## src/rtl/alu_pkg.sv

```systemverilog
// Shared definitions for the multi-cycle ALU: op codes, FSM states and op classification.
package alu_pkg;

  localparam logic [3:0] OP_AND  = 4'b0000;
  localparam logic [3:0] OP_OR   = 4'b0001;
  localparam logic [3:0] OP_ADD  = 4'b0010;
  localparam logic [3:0] OP_NOR  = 4'b0100;
  localparam logic [3:0] OP_XOR  = 4'b0101;
  localparam logic [3:0] OP_SUB  = 4'b0110;
  localparam logic [3:0] OP_SLT  = 4'b0111;
  localparam logic [3:0] OP_MULT = 4'b1000;
  localparam logic [3:0] OP_DIV  = 4'b1001;

  typedef enum logic [1:0] {
    ST_IDLE = 2'd0,
    ST_CALC = 2'd1,
    ST_FIX  = 2'd2
  } state_t;

  function automatic logic is_muldiv(input logic [3:0] op);
    return (op == OP_MULT) || (op == OP_DIV);
  endfunction

endpackage

```

## src/rtl/alu_muldiv_core.sv

```systemverilog
// Iterative unsigned engine: shift-add multiply or restoring divide, one bit per cycle.
module alu_muldiv_core #(
  parameter int unsigned WIDTH = 32
) (
  input  logic             clock,
  input  logic             reset,
  input  logic             start,
  input  logic             mode,
  input  logic [WIDTH-1:0] ma,
  input  logic [WIDTH-1:0] mb,
  output logic             last_c,
  output logic [WIDTH-1:0] res_hi,
  output logic [WIDTH-1:0] res_lo
);

  localparam int unsigned CW = $clog2(WIDTH);
  localparam logic [CW-1:0] LAST = CW'(WIDTH - 1);

  logic             run;
  logic             div_mode;
  logic [CW-1:0]    cnt;
  logic [WIDTH-1:0] divisor;
  logic [WIDTH-1:0] step_hi;
  logic [WIDTH-1:0] step_lo;
  logic [WIDTH-1:0] rem_diff;
  logic [WIDTH:0]   rem_sh;
  logic [WIDTH:0]   acc_sum;
  logic             rem_ge;

  // res_hi is accumulator (mult) or partial remainder (div); res_lo is multiplier or dividend/quotient
  always_comb begin
    rem_sh   = {res_hi, res_lo[WIDTH-1]};
    rem_ge   = rem_sh >= {1'b0, divisor};
    rem_diff = rem_sh[WIDTH-1:0] - divisor;
    acc_sum  = {1'b0, res_hi} + (res_lo[0] ? {1'b0, divisor} : '0);
    if (div_mode) begin
      step_hi = rem_ge ? rem_diff : rem_sh[WIDTH-1:0];
      step_lo = {res_lo[WIDTH-2:0], rem_ge};
    end else begin
      step_hi = acc_sum[WIDTH:1];
      step_lo = {acc_sum[0], res_lo[WIDTH-1:1]};
    end
  end

  assign last_c = run && (cnt == LAST);

  always_ff @(posedge clock) begin
    if (reset) begin
      run      <= 1'b0;
      div_mode <= 1'b0;
      cnt      <= '0;
      divisor  <= '0;
      res_hi   <= '0;
      res_lo   <= '0;
    end else if (start) begin
      run      <= 1'b1;
      div_mode <= mode;
      cnt      <= '0;
      divisor  <= mb;
      res_hi   <= '0;
      res_lo   <= ma;
    end else if (run) begin
      res_hi <= step_hi;
      res_lo <= step_lo;
      cnt    <= cnt + CW'(1);
      if (last_c) begin
        run <= 1'b0;
        cnt <= '0;
      end
    end
  end

endmodule

```

## src/rtl/alu_mc.sv

```systemverilog
// Multi-cycle ALU: one-cycle logic/arith ops plus iterative mult/div with valid/busy/done handshake.
module alu_mc
  import alu_pkg::*;
#(
  parameter int unsigned WIDTH = 32
) (
  input  logic             clock,
  input  logic             reset,
  input  logic             in_valid,
  input  logic [WIDTH-1:0] a,
  input  logic [WIDTH-1:0] b,
  input  logic [3:0]       op,
  input  logic             unsig,
  output logic [WIDTH-1:0] aluout,
  output logic [WIDTH-1:0] hi,
  output logic             compout,
  output logic             overflow,
  output logic             divz,
  output logic             busy,
  output logic             done
);

  localparam logic [WIDTH-1:0] MIN_VAL = {1'b1, {(WIDTH-1){1'b0}}};

  state_t state, state_nxt;
  logic   accept, start;

  logic             a_neg, b_neg, lt_in;
  logic [WIDTH-1:0] mag_a, mag_b;

  logic             pend_valid, p_unsig;
  logic [WIDTH-1:0] p_a, p_b;
  logic [3:0]       p_op;
  logic [WIDTH-1:0] s_lo, s_sum, s_dif;
  logic             s_cmp, s_ovf;

  logic             md_div, md_neg_lo, md_neg_hi, md_ovf, md_divz, md_cmp;
  logic [WIDTH-1:0] md_a;
  logic             core_last;
  logic [WIDTH-1:0] core_hi, core_lo;
  logic [2*WIDTH-1:0] prod;
  logic [WIDTH-1:0] fix_lo, fix_hi;

  always_ff @(posedge clock) begin
    if (reset) state <= ST_IDLE;
    else       state <= state_nxt;
  end

  always_comb begin
    state_nxt = state;
    accept    = 1'b0;
    start     = 1'b0;
    case (state)
      ST_IDLE: begin
        if (in_valid) begin
          accept = 1'b1;
          if (is_muldiv(op)) begin
            start     = 1'b1;
            state_nxt = ST_CALC;
          end
        end
      end
      ST_CALC: if (core_last) state_nxt = ST_FIX;
      ST_FIX:  state_nxt = ST_IDLE;
      default: state_nxt = ST_IDLE;
    endcase
  end

  // operand magnitudes and compare on the request as presented
  always_comb begin
    a_neg = !unsig && a[WIDTH-1];
    b_neg = !unsig && b[WIDTH-1];
    mag_a = a_neg ? -a : a;
    mag_b = b_neg ? -b : b;
    lt_in = unsig ? (a < b) : ($signed(a) < $signed(b));
  end

  // simple ops are evaluated from the staged request one cycle after accept
  always_comb begin
    s_cmp = p_unsig ? (p_a < p_b) : ($signed(p_a) < $signed(p_b));
    s_sum = p_a + p_b;
    s_dif = p_a - p_b;
    s_lo  = '0;
    s_ovf = 1'b0;
    case (p_op)
      OP_AND: s_lo = p_a & p_b;
      OP_OR:  s_lo = p_a | p_b;
      OP_NOR: s_lo = ~(p_a | p_b);
      OP_XOR: s_lo = p_a ^ p_b;
      OP_ADD: begin
        s_lo  = s_sum;
        s_ovf = !p_unsig && (p_a[WIDTH-1] == p_b[WIDTH-1]) && (s_sum[WIDTH-1] != p_a[WIDTH-1]);
      end
      OP_SUB: begin
        s_lo  = s_dif;
        s_ovf = !p_unsig && (p_a[WIDTH-1] != p_b[WIDTH-1]) && (s_dif[WIDTH-1] != p_a[WIDTH-1]);
      end
      OP_SLT: s_lo = WIDTH'(s_cmp);
      default: s_lo = '0;
    endcase
  end

  // sign correction of the unsigned engine result
  always_comb begin
    prod = {core_hi, core_lo};
    if (md_neg_lo) prod = -prod;
    fix_lo = prod[WIDTH-1:0];
    fix_hi = prod[2*WIDTH-1:WIDTH];
    if (md_div) begin
      fix_lo = md_neg_lo ? -core_lo : core_lo;
      fix_hi = md_neg_hi ? -core_hi : core_hi;
      if (md_divz) begin
        fix_lo = '1;
        fix_hi = md_a;
      end
    end
  end

  alu_muldiv_core #(.WIDTH(WIDTH)) u_core (
    .clock  (clock),
    .reset  (reset),
    .start  (start),
    .mode   (op == OP_DIV),
    .ma     (mag_a),
    .mb     (mag_b),
    .last_c (core_last),
    .res_hi (core_hi),
    .res_lo (core_lo)
  );

  always_ff @(posedge clock) begin
    if (reset) begin
      pend_valid <= 1'b0;
      p_a        <= '0;
      p_b        <= '0;
      p_op       <= '0;
      p_unsig    <= 1'b0;
      md_div     <= 1'b0;
      md_neg_lo  <= 1'b0;
      md_neg_hi  <= 1'b0;
      md_ovf     <= 1'b0;
      md_divz    <= 1'b0;
      md_cmp     <= 1'b0;
      md_a       <= '0;
      aluout     <= '0;
      hi         <= '0;
      compout    <= 1'b0;
      overflow   <= 1'b0;
      divz       <= 1'b0;
      busy       <= 1'b0;
      done       <= 1'b0;
    end else begin
      done       <= 1'b0;
      busy       <= (state_nxt != ST_IDLE);
      pend_valid <= accept && !start;
      if (accept && !start) begin
        p_a     <= a;
        p_b     <= b;
        p_op    <= op;
        p_unsig <= unsig;
      end
      if (start) begin
        md_div    <= (op == OP_DIV);
        md_neg_lo <= a_neg ^ b_neg;
        md_neg_hi <= (op == OP_DIV) ? a_neg : (a_neg ^ b_neg);
        md_ovf    <= (op == OP_DIV) && !unsig && (a == MIN_VAL) && (b == '1);
        md_divz   <= (op == OP_DIV) && (b == '0);
        md_cmp    <= lt_in;
        md_a      <= a;
      end
      if (pend_valid) begin
        aluout   <= s_lo;
        hi       <= '0;
        compout  <= s_cmp;
        overflow <= s_ovf;
        divz     <= 1'b0;
        done     <= 1'b1;
      end else if (state == ST_FIX) begin
        aluout   <= fix_lo;
        hi       <= fix_hi;
        compout  <= md_cmp;
        overflow <= md_ovf;
        divz     <= md_divz;
        done     <= 1'b1;
      end
    end
  end

endmodule

```

## config.mk

```make
export PLATFORM = sky130hd
export DESIGN_NAME = alu_mc
export DESIGN_NICKNAME = d
export VERILOG_FILES = /design/src/rtl/alu_pkg.sv /design/src/rtl/alu_muldiv_core.sv /design/src/rtl/alu_mc.sv
export SDC_FILE = /design/constraint.sdc
export NUM_CORES = 1
export LEC_CHECK = 0
export CAP_MARGIN = 20
export CORE_MARGIN = 4
export CORE_UTILIZATION = 50
export CTS_BUF_LIST = sky130_fd_sc_hd__clkbuf_4 sky130_fd_sc_hd__clkbuf_8
export DETAILED_ROUTE_END_ITERATION = 6
export PLACE_DENSITY = 0.73
export SYNTH_ARGS = -nofsm -noshare
export SYNTH_HDL_FRONTEND = slang
export SYNTH_HIERARCHICAL = 1
export SYNTH_SLANG_ARGS = --single-unit
```

## constraint.sdc

```tcl
create_clock -name clock -period 7.29 [get_ports clock]
set_clock_uncertainty 0.2 [all_clocks]
set_input_delay 1.458 -clock clock [delete_from_list [all_inputs] [get_ports clock]]
set_output_delay 1.458 -clock clock [all_outputs]
set_load 0.01 [all_outputs]
```

==> reports/results.ini, run 1 <==
[synth]
synth_nets=3706
ys_seq_elements=282
ys.flop_type=dfxtp_1
ys_seq_area_share_pct=22.6
synth-edff-count=0
synthesis.area_mm2=0.0250
syn_avg_cell_area_um2=7.29
ys_warn_count=6
async_flop_share_pct=0
synth_cell_types=105
syn_inst=3431

[timing]
relSlewSlack_pct=22.0
period_share_pct=65.3
hold_viol=0
rsz0062_at_grt=false
finalSetupViolations=0
max_freq_ghz=0.210
worst_slew_pin_slew_ps=1170
tns_ps=0
slew_violations=0
fin_crit_ps=4760

[critical_path]
slowest_stage=clkdlybuf4s50_1
cp_data_required_time_ps=7630
cp-end-kind=flip-flop
crit_start=a[2]
start_kind=primary input
path_common_cell=nand2_1
critPathCapture=u_core/res_lo[29]
cp_cell_sequence=clkdlybuf4s50_1 > or3_1 > or4_4 > nor4_2 > nand2_1 > or4_1 > nor4b_2 > nand2_1 > o21ai_1 > xnor2_1 > a21oi_1 > nor2_1
cp_max_fo=7
cpPeakStageDelay_ps=600
worst-setup-path-type=in -> reg
r2r_end=aluout[0]
worstPathArrival_ps=5100
reg2reg_depth=12
reg2reg_slack_ps=2960
worstReg2RegStart=p_a[0]

[route]
post_drt_wl_per_cell_um=20.8
drtAntennaViolNets=0
drt_iter0_drc=3026
vias_per_cell=6.20
routed_wl_mm=85.9
vias=25655
drcViolationCount=0
dr.pass1.iters=5

[power]
seq_power_share_pct=35.3
comb_power_share_pct=29.3
power.leakage_nw=10.6
p_switching_mw=1.70
p_clk_share_pct=35.4
switching_share_pct=35.7
vdd_ir_drop_max_mv=0.119
power.density_mw_per_mm2=172
p_int_mw=3.06

[flow_run]
maxCapViolCount=0

[finish]
area_delta_synth_final_pct=10.5
final_area_mm2=0.0277
multi_input_area_mm2=0.0177
final_common_cell=nand2_1
regArea_mm2=0.00566
final_cell_mix=426 x nand2_1, 378 x a21oi_1, 336 x nor2_1
final_nets=3712
fillCellCount=4842
final_layout_size_suffix_gt1_share_pct=5.82

[grt]
grt_max_degree=91
antenna_found_initial=1
grt_overflow_total=0
grtUsageTotal_pct=30.5
grt_pass1_wl_mm=132
grt_pass1_vias=23028

[floorplan]
rows=81
die_height_um=232
start_util_pct=50.8
coreArea_mm2=0.0493
fp.dieW_um=232
dieArea_mm2=0.0537
ios=141

[clock_network]
clkTransAtPathRegs_ps=70
clk_path_buf_depth=3
cts_setup_buffers=0
cts_tree=done
cts_buffers=52
ctsHoldBuffers=0
cts_max_level=2
clk_latency_ps=670
cts_sinks=282
cts-root-buf=clkbuf_8
cts_resized=0

[placed_design]
gp_congestion=0.983
dpl-instance-area_mm2=0.0265
dp_hpwl_mm=62.7
port_buffers=140

[run_status]
outcome=finished clean

[worst_hold_path]
hold_class=reg -> reg

[flip-flops by register name (all words and copies together), names as in the netlist, 4 cells and up]
register	count
u_core/divisor	32
u_core/cnt	5
p_op	4
aluout	32
u_core/res_lo	32
p_b	32
u_core/res_hi	32
hi	32
md_a	32
p_a	32
[power by group through the flow]
stage / Clock [mW] / Sequential (mW) / Combinational, mW
2_1_floorplan: 0 / 1.68 / 1.01
3_3_place_gp: 0 / 1.71 / 1.35
3_5_place_dp: 0 / 1.71 / 1.35
4_1_cts: 1.71 / 1.68 / 1.36
5_1_grt: 1.78 / 1.69 / 1.52
6_report: 1.68 / 1.68 / 1.40
[synthesized netlist by cell type, types with 49 or more instances]
| cell | number | share of area (%) |
|---|---|---|
| a211oi_1 | 67 | 2.0 |
| a21o_1 | 52 | 1.6 |
| a21oi_1 | 379 | 7.6 |
| clkbuf_1 | 167 | 2.5 |
| dfxtp_1 | 282 | 23 |
| ha_1 | 199 | 9.9 |
| inv_1 | 194 | 2.9 |
| mux2i_1 | 103 | 4.1 |
| nand2_1 | 427 | 6.4 |
| nor2_1 | 340 | 5.1 |
| nor3_1 | 74 | 1.5 |
| o211ai_1 | 49 | 1.5 |
| o21ai_0 | 172 | 3.4 |
| xnor2_1 | 143 | 5.0 |
| xor2_1 | 70 | 2.4 |
[critical path, delay by kind of cell]
kind                   cells  cell delay, ps
AO/OA/AOI/OAI              2             330
XOR/XNOR                   1              80
buffers and inverters      1             600
AND/OR/NAND/NOR            8            2630
[logic make-up after synthesis]
family / share of synthesized area, %
mux: 4.34
flops: 22.6
compound gates: 27.0
fa+ha+maj: 10.3
simple gates: 21.3
buf+inv: 7.07
xor+xnor: 7.45
[per-stage QoR]
step | setup slack, ps | utilization (%) | std cells | power, mW | hold slack (ps)
after floorplan | 3060 | - | 3431 | 2.69 | 227
after global placement | 2010 | 53.9 | 4045 | 3.06 | 235
after detailed placement | 1980 | 53.9 | 4045 | 3.06 | 235
after CTS | 2680 | 56.1 | 4133 | 4.75 | 244
after global routing | 2390 | 56.2 | 4136 | 4.99 | 275
final | 2530 | 56.2 | 4136 | 4.76 | 239
[worst min path at each step]
| stage | start | endpoint | cells past startpoint |
|---|---|---|---|
| final | hi[2] | hi[2] | 2 |
| after detailed placement | hi[2] | hi[2] | 2 |
| after CTS | hi[2] | hi[2] | 2 |
| after floorplan | md_ovf | md_ovf | 2 |
| after global placement | hi[2] | hi[2] | 2 |
| after global routing | hi[6] | hi[6] | 2 |
[final cells by class]
class                   count  share of cell area, %
repair buffers            174                   5.98
inverters                 196                   2.67
diodes                      1                0.00904
clock inverters            11                  0.534
well taps                 664                   3.00
multi-input cells        2731                   63.8
flip-flops and latches    282                   20.4
clock buffers              77                   3.51
[routing by layer]
metal | GRT usage [%] | up-vias | part of all wire [%]
li1 | - | 12220 | -
met1 | 44.3 | 12096 | 44
met2 | 46.7 | 1187 | 43
met3 | 5.30 | 152 | 9.6
met4 | 8.46 | 0 | 2.9
met5 | 0 | - | 0
Power figures use the tool's default switching activity.
==> run 2, diff against run 1 <==
--- a/config.mk
+++ b/config.mk
@@ -10,7 +10,7 @@
 export CORE_UTILIZATION = 50
 export CTS_BUF_LIST = sky130_fd_sc_hd__clkbuf_4 sky130_fd_sc_hd__clkbuf_8
 export DETAILED_ROUTE_END_ITERATION = 6
-export PLACE_DENSITY = 0.73
+export PLACE_DENSITY = 0.75
 export SYNTH_ARGS = -nofsm -noshare
 export SYNTH_HDL_FRONTEND = slang
 export SYNTH_HIERARCHICAL = 1
==> constraint.sdc (replaced) <==
create_clock -name clock -period 3.9 [get_ports clock]
set_clock_uncertainty 0.2 [all_clocks]
set_input_delay 0.78 -clock clock [delete_from_list [all_inputs] [get_ports clock]]
set_output_delay 0.78 -clock clock [all_outputs]
set_load 0.01 [all_outputs]
==> reports/results.ini, run 2 (same netlist as run 1, synthesis figures left out) <==
[run_status]
outcome=finished clean  ; unchanged

[route]
vias=26648  ; was 25.7k
dr.pass1.iters=7  ; was 5
drcViolationCount=0  ; unchanged
drt_iter0_drc=3437  ; was 3,026
post_drt_wl_per_cell_um=20.7  ; was 20.8 um
vias_per_cell=6.18  ; was 6.20
drtAntennaViolNets=0  ; unchanged
routed_wl_mm=89.4  ; was 85.9 mm

[grt]
grt_max_degree=88  ; was 91
grt_pass1_vias=24240  ; was 23.0k
antenna_found_initial=3  ; was 1
grt_overflow_total=0  ; unchanged
grt_pass1_wl_mm=136  ; was 132 mm
grtUsageTotal_pct=31.6  ; was 30.5%

[finish]
final_common_cell=nand2_1  ; unchanged
final_cell_mix=426 x nand2_1, 377 x a21oi_1, 339 x nor2_1  ; was 426 x nand2_1, 378 x a21oi_1, 336 x nor2_1
final_nets=3883  ; was 3,712
area_delta_synth_final_pct=16.3  ; was 10.5%
final_layout_size_suffix_gt1_share_pct=10.4  ; was 5.82%

[timing]
hold_viol=0  ; unchanged
worst_slew_pin_slew_ps=972  ; was 1170 ps
period_share_pct=97.9
finalSetupViolations=0  ; unchanged
setup_slack_ps=80.6  ; was 2530 ps
rsz0062_at_grt=true  ; was false
relSlewSlack_pct=35.2  ; was 22.0%
fin_crit_ps=3820
slew_violations=0  ; unchanged
max_freq_ghz=0.262

[clock_network]
cts-root-buf=clkbuf_8  ; unchanged
clk_latency_ps=670  ; about the same
clkTransAtPathRegs_ps=70  ; about the same
cts_resized=0  ; unchanged
clk_path_buf_depth=3  ; unchanged
ctsHoldBuffers=0  ; unchanged
cts_max_level=2  ; unchanged
cts_tree=done  ; unchanged
cts_sinks=282  ; unchanged
cts_setup_buffers=0  ; unchanged
cts_buffers=52  ; unchanged

[critical_path]
cp_max_fo=4  ; was 7
worst-setup-path-type=reg -> reg  ; was in -> reg
worstPathArrival_ps=4160  ; was 5100 ps
critPathTopFamily=compound AO/OA/AOI/OAI gates  ; was simple AND/OR/NAND/NOR gates
cpPeakStageDelay_ps=440  ; was 600 ps
start_kind=flip-flop  ; was primary input
slowest_stage=fa_1  ; was clkdlybuf4s50_1
cp_cell_sequence=inv_1 > ha_1 > fa_1 > o21ba_1 > or4_1 > o211ai_2 > a211oi_1 > o41a_1 > o31ai_4 > mux2i_1 > a21oi_1 > a311o_1  ; was clkdlybuf4s50_1 > or3_1 > or4_4 > nor4_2 > nand2_1 > or4_1 > nor4b_2 > nand2_1 > o21ai_1 > xnor2_1 > a21oi_1 > nor2_1
cp_data_required_time_ps=4240  ; was 7630 ps
cp-end-kind=flip-flop  ; unchanged
cp_num_buf_inv=1  ; unchanged

[power]
power.density_mw_per_mm2=323  ; was 172 mW/mm^2
vdd_ir_drop_max_mv=0.192  ; was 0.119 mV
total_power_mw=9.39  ; was 4.76 mW
power.leakage_nw=11.5  ; was 10.6 nW

[placed_design]
port_buffers=140  ; unchanged
gp_congestion=1.01  ; was 0.983
pre_cts_slack_ps=-252  ; was 1980 ps
dp_hpwl_mm=66.9  ; was 62.7 mm

[flow_run]
maxCapViolCount=0  ; unchanged

[floorplan]
dieArea_mm2=0.0537  ; unchanged
fp.dieW_um=232  ; unchanged
die_height_um=232  ; unchanged
coreArea_mm2=0.0493  ; unchanged
ios=141  ; unchanged
start_util_pct=50.8  ; unchanged
rows=81  ; unchanged

[worst_hold_path]
hold_class=reg -> reg  ; unchanged

## run 2: stage by stage
stage	hold WS [ps]	instances	util, %	TNS (ps)	instance area (um^2)
after floorplan	227	3431	-	0	25000
after global placement	231	4218	56.6	-806	27900
after detailed placement	234	4218	56.6	-1030	27900
after CTS	245	4312	59.1	0	29100
after global routing	260	4313	59.1	-15.0	29100
final	241	4313	59.1	0	29100
## run 2: final timing paths
check	startpoint	slack, ps	endpoint	cells after the start
hold reg to reg	hi[10]	240	hi[10]	2
setup / recovery	p_a[0]	80	aluout[26]	12
hold / removal	hi[10]	240	hi[10]	2
setup reg to reg	p_a[0]	80	aluout[26]	12
## run 2: worst reg2reg max path: stages (launching register included)
cell and delay, ps:
dfxtp_1 330, inv_1 60, ha_1 230, fa_1 440, o21ba_1 210, or4_1 430
o211ai_2 120, a211oi_1 160, o41a_1 440, o31ai_4 420, mux2i_1 240, a21oi_1 90
a311o_1 320
## run 2: routing by layer
layer	GRT usage, %	vias up	part of all wire (%)
met5	0	-	0.015
met4	12.8	2	4.3
met3	5.88	225	10
met2	47.6	1454	42
met1	44.4	12403	43
li1	-	12564	-
## run 2: final cells by class
cell class / instances / area [um^2]
Tap cell: 664 / 831
Clock inverter: 19 / 267
Multi-Input combinational cell: 2731 / 17700
Timing Repair Buffer: 345 / 2990
Fill cell: 4695 / 20100
Sequential cell: 282 / 5660
Inverter: 196 / 738
Antenna cell: 1 / 2.50
Clock buffer: 75 / 963
## run 2: power breakdown
part / internal, mW / switching [mW]
Clock: 1.99 / 1.44
Sequential: 2.99 / 0.130
Combinational: 1.09 / 1.75
Total: 6.07 / 3.32
